### config.mk
export PLATFORM = sky130hd
export DESIGN_NAME = data_mem_responder
export DESIGN_NICKNAME = d
export VERILOG_FILES = /design/src/rtl/data_mem_responder.sv
export SDC_FILE = /design/constraint.sdc
export NUM_CORES = 2
export LEC_CHECK = 0
export BUFFER_PORTS_ARGS = -buffer_cell sky130_fd_sc_hd__buf_2
export CAP_MARGIN = 15
export CELL_PAD_IN_SITES_DETAIL_PLACEMENT = 1
export CELL_PAD_IN_SITES_GLOBAL_PLACEMENT = 1
export CORE_ASPECT_RATIO = 1.4
export CORE_MARGIN = 2
export CORE_UTILIZATION = 39
export CTS_CLUSTER_DIAMETER = 150
export DETAILED_ROUTE_END_ITERATION = 12
export GPL_TIMING_DRIVEN = 0
export PLACE_DENSITY = 0.62
export SLEW_MARGIN = 30
export SYNTH_ARGS = -nofsm -noshare
export SYNTH_HDL_FRONTEND = slang
export SYNTH_SLANG_ARGS = --single-unit
### constraint.sdc
create_clock -name clock -period 71.3 [get_ports clock]
set_input_delay 7.13 -clock clock [delete_from_list [all_inputs] [get_ports clock]]
set_output_delay 7.13 -clock clock [all_outputs]
set_load 0.02 [all_outputs]
### src/rtl/data_mem_responder.sv
// data_mem_responder
//
// Single-port data memory target for a req/gnt/rvalid initiator interface.
// A request is granted either combinationally (GNT_WAIT = 0) or after
// GNT_WAIT idle cycles. Exactly one response (rvalid) follows each grant
// by one cycle. Misaligned or out-of-range addresses return an error
// response and never touch the memory.
//
// Parameters
//   DEPTH     number of 32-bit words (power of two, 4..256)
//   GNT_WAIT  idle cycles between request and grant (0..15)
//
// Ports
//   clock         single clock, rising edge
//   reset         asynchronous active-high reset; also clears the memory
//   data_req_i    initiator request valid
//   data_gnt_o    request accepted this cycle
//   data_addr_i   byte address
//   data_we_i     1 = write, 0 = read
//   data_be_i     byte enables, bit i covers data bits 8i+7..8i
//   data_wdata_i  write data
//   data_rvalid_o response valid, one cycle after each grant
//   data_rdata_o  read data, zero unless a valid read response
//   data_err_o    address error flag, valid with data_rvalid_o

module data_mem_responder #(
    parameter int unsigned DEPTH    = 64,
    parameter int unsigned GNT_WAIT = 0
) (
    input  logic        clock,
    input  logic        reset,
    input  logic        data_req_i,
    output logic        data_gnt_o,
    input  logic [31:0] data_addr_i,
    input  logic        data_we_i,
    input  logic [3:0]  data_be_i,
    input  logic [31:0] data_wdata_i,
    output logic        data_rvalid_o,
    output logic [31:0] data_rdata_o,
    output logic        data_err_o
);

    localparam int unsigned AW = $clog2(DEPTH);
    // Counter preload; only meaningful when GNT_WAIT > 0.
    localparam logic [3:0] WAIT_LOAD = 4'(GNT_WAIT - 1);

    typedef enum logic [1:0] {
        IDLE,
        WAIT,
        RESP
    } state_t;

    state_t      state;
    logic [3:0]  cnt;
    logic [31:0] mem [DEPTH];

    logic          addr_err;
    logic [AW-1:0] idx;
    logic          wr_ok;

    // Address decode: word aligned and inside the array.
    always_comb begin
        addr_err = (data_addr_i[1:0] != 2'b00) ||
                   (data_addr_i[31:2] >= 30'(DEPTH));
        idx      = data_addr_i[AW+1:2];
        wr_ok    = data_gnt_o && data_we_i && !addr_err;
    end

    // Grant: pass-through of the request when there is no wait, otherwise
    // only on the last WAIT cycle with the request still held. Reset masks
    // the grant immediately since the state flops alone would not.
    always_comb begin
        data_gnt_o = 1'b0;
        if (GNT_WAIT == 0) begin
            data_gnt_o = data_req_i && (state != WAIT);
        end else begin
            data_gnt_o = data_req_i && (state == WAIT) && (cnt == 4'd0);
        end
        if (reset) begin
            data_gnt_o = 1'b0;
        end
    end

    // Control FSM and registered response outputs. The response registers
    // are loaded from the grant, so they are non-zero only while in RESP.
    always_ff @(posedge clock or posedge reset) begin
        if (reset) begin
            state         <= IDLE;
            cnt           <= '0;
            data_rvalid_o <= 1'b0;
            data_rdata_o  <= '0;
            data_err_o    <= 1'b0;
        end else begin
            data_rvalid_o <= data_gnt_o;
            data_err_o    <= data_gnt_o && addr_err;
            if (data_gnt_o && !data_we_i && !addr_err) begin
                data_rdata_o <= mem[idx];
            end else begin
                data_rdata_o <= '0;
            end

            case (state)
                IDLE: begin
                    if (GNT_WAIT == 0) begin
                        state <= data_gnt_o ? RESP : IDLE;
                    end else if (data_req_i) begin
                        cnt   <= WAIT_LOAD;
                        state <= WAIT;
                    end
                end
                WAIT: begin
                    if (!data_req_i) begin
                        // Request withdrawn before grant: drop it silently.
                        cnt   <= '0;
                        state <= IDLE;
                    end else if (cnt == 4'd0) begin
                        state <= RESP;
                    end else begin
                        cnt <= cnt - 4'd1;
                    end
                end
                RESP: begin
                    // Zero-wait mode may chain grants back to back.
                    if (GNT_WAIT == 0) begin
                        state <= data_gnt_o ? RESP : IDLE;
                    end else begin
                        state <= IDLE;
                    end
                end
                default: state <= IDLE;
            endcase
        end
    end

    // Storage with byte-enable writes, cleared by reset.
    always_ff @(posedge clock or posedge reset) begin
        if (reset) begin
            for (int unsigned i = 0; i < DEPTH; i++) begin
                mem[i] <= '0;
            end
        end else if (wr_ok) begin
            for (int unsigned b = 0; b < 4; b++) begin
                if (data_be_i[b]) begin
                    mem[idx][8*b +: 8] <= data_wdata_i[8*b +: 8];
                end
            end
        end
    end

endmodule

==> results.cfg <==
[outcome]
status = finished, final reports clean

[power_and_ir_drop]
switching_share_pct = 28.1
clockPowerShare_pct = 45.4
pwr-share-seq_pct = 44.7
intPower_mw = 1.90
p_comb_share_pct = 9.9
powerDensity_mw_per_mm2 = 24.2
worst_ir_drop_vdd_v = 0.0000212
power.switching_mw = 0.741
total_power_mw = 2.64
power.leakage_nw = 53.7

[placement]
port_buffers = 73
dp_slack_ns = 53.70
placed_cells = 10200
gp_congestion = 1.03
dp_hpwl_um = 390000

[global_route]
grt_pass1_vias = 72200
globalRouteOverflowTotal = 0
grt_first_pass_wirelength_um = 715000
antenna_found_initial = 122
gr-usage-all-layers_pct = 44.9
grt_max_degree = 96

[sta]
fin_setup_tns_ns = 0
max_slew.worst_pin.slew_ns = 1.24
slew_headroom_pct = 17.2
hold_viol_final = 0
finalCritPeriodShare_pct = 24.6
finalSetupViolCount = 0
rsz0062_at_grt = false
final-max-slew-violation-count = 0
fmax_mhz = 56.9
finClkSkew_ns = 0.0496
layout_setup_ws_ns = 53.73
period_minus_slack_ns = 17.57

[floorplanning]
rows = 213
die_w_um = 419
fp.coreArea_sq_mm = 0.240
die_h_um = 585
start_util_pct = 39.2
io_pins = 107
die-area_sq_mm = 0.245

[cts]
cts_resized = 0
postCtsSetupRepairBufs = 0
clkSinkCount = 2082
clkTransAtPathRegs_ns = 0.07
insertion_delay_ns = 0.95
cts-buffers-inserted = 220
clock_path_buffers = 4
clock-root-buffer = clkbuf_16
cts_tree = yes
htreeDepth = 4
hold_buffers = 0

[yosys]
syn_nets = 6841
synth-edff-count = 0
synthTopCellsByArea = dfrtp_1 55%, mux2_2 26%, mux4_2 4.2%, o22ai_1 1.9%, mux2i_1 1.6%
syn_area_sq_mm = 0.0941
synthArstFlopShare_pct = 100
synth_top_area_share_pct = 55.4
yosysMostFrequentCell = mux2_2
syn_inst = 6769
yosys_warnings = 0
ys_types = 64
synthTopCellsByCount = 2193 x mux2_2, 2082 x dfrtp_1, 366 x nand2_1
synth.ff_latch_count = 2082
yosysSeqAreaShare_pct = 55.4
synthFlopType = dfrtp_1
post-synth-top-area-cell = dfrtp_1
syn_avg_cell_area_sq_um = 13.9

[detailed_routing]
route.detailed.drc = 0
wl_per_cell_um = 51.8
wl_um = 555000
antenna_left = 0
dr.pass1.iters = 8
vias_per_cell = 6.87
first_iter_violations = 9547
vias = 73700

[cells_and_area]
instances_no_fill = 10700
n_fill_cell = 24000
area_growth_pct = 16.2
final_net_count = 7255
regArea_sq_mm = 0.0521
multi_input_area_sq_mm = 0.0397
drive_above_1_share_pct = 45.3

[worst_setup_path]
required_ns = 64.17
criticalPathCategory = in2out
rr_worst_depth = 6
start_kind = input pin
arrival_ns = 10.44
cp-end-kind = output pin
cp_max_fo = 94

[min_path]
holdCritPathClass = reg2reg
worst_hold_path.num_cells = 1

[flow_run]
cap_viol_max_count = 0
==> power by group through the flow <==
stage	registers [mW]	logic (mW)	clock network, mW
final	1.18	0.261	1.20
after global routing	1.18	0.252	1.24
after CTS	1.18	0.243	1.19
after detailed placement	1.20	0.242	0
after global placement	1.21	0.222	0
after floorplan	1.21	0.0856	0
==> cell families after synthesis <==
group,share of synthesized area (%)
multiplexers,32.1
flip-flops,55.4
AO/OA/AOI/OAI,6.88
AND/OR/NAND/NOR,2.90
buffers and inverters,2.74
==> registers in the layout, indices dropped and copies added (netlist names) <==
register and cells:
mem 2048, data_rdata_o 32, data_err_o 1, data_rvalid_o 1
==> final cells by class <==
| cell class | count | share of cell area (%) |
|---|---|---|
| inverters | 5 | 0.0263 |
| clock buffers | 327 | 5.95 |
| repair buffers | 192 | 2.85 |
| multi-input cells | 4137 | 36.4 |
| well taps | 3225 | 3.69 |
| plain buffers | 545 | 2.54 |
| flip-flops and latches | 2082 | 47.7 |
| diodes | 141 | 0.323 |
| clock inverters | 62 | 0.610 |
==> critical path, cell delays in order <==
cell and delay, ns:
buf_2 0.13, inv_8 0.31, buf_16 0.41, buf_16 0.36
buf_16 0.36, buf_16 0.39, buf_16 0.45, nand2_1 0.21
inv_1 0.15, buf_2 0.18
==> per-layer routing <==
| metal | up-vias | part of all wire (%) | GRT usage [%] |
|---|---|---|---|
| met5 | - | 0.041 | 0 |
| met4 | 32 | 12 | 47.2 |
| met3 | 2281 | 11 | 16.2 |
| met2 | 5847 | 43 | 64.4 |
| met1 | 39300 | 34 | 49.7 |
| li1 | 26200 | - | - |
==> worst paths after layout <==
kind	endpoint	startpoint	slack, ns
setup / recovery	data_gnt_o	reset	53.73
hold / removal	mem[104]	mem[104]	0.50
setup reg to reg	data_rdata_o[14]	mem[1486]	68.09
hold reg to reg	mem[104]	mem[104]	0.50
max in group asynchronous	mem[1597]	reset	61.55
min in group asynchronous	mem[879]	reset	6.24
==> per-stage QoR <==
stage               util [%]  cell area, sq um  hold WS [ns]
floorplan                  -             94100         0.459
global placement        41.0             98500         0.469
detailed placement      42.4            102000         0.482
CTS                     45.4            109000         0.495
global route            45.4            109000         0.505
finish                  45.5            109000         0.497
==> cell usage in the layout, fill, tap and decap left out, types with 22 or more instances in the layout <==
cell,synthesis,layout
buf_2,132,264
buf_4,53,69
o21ai_0,143,139
clkinv_2,0,38
buf_12,0,32
nor2_2,0,22
o221ai_1,169,169
mux2_2,2193,2193
nor2_1,195,163
clkbuf_16,0,222
a21oi_1,154,151
clkbuf_8,0,55
clkbuf_2,0,75
a221oi_1,27,26
mux2i_1,149,141
nand2_1,366,364
a22oi_1,50,50
clkbuf_1,273,246
mux4_2,175,175
diode_2,0,141
dfrtp_1,2082,2082
o22ai_1,293,292
buf_16,0,72
Note: power is estimated with default switching activity, not from simulation.
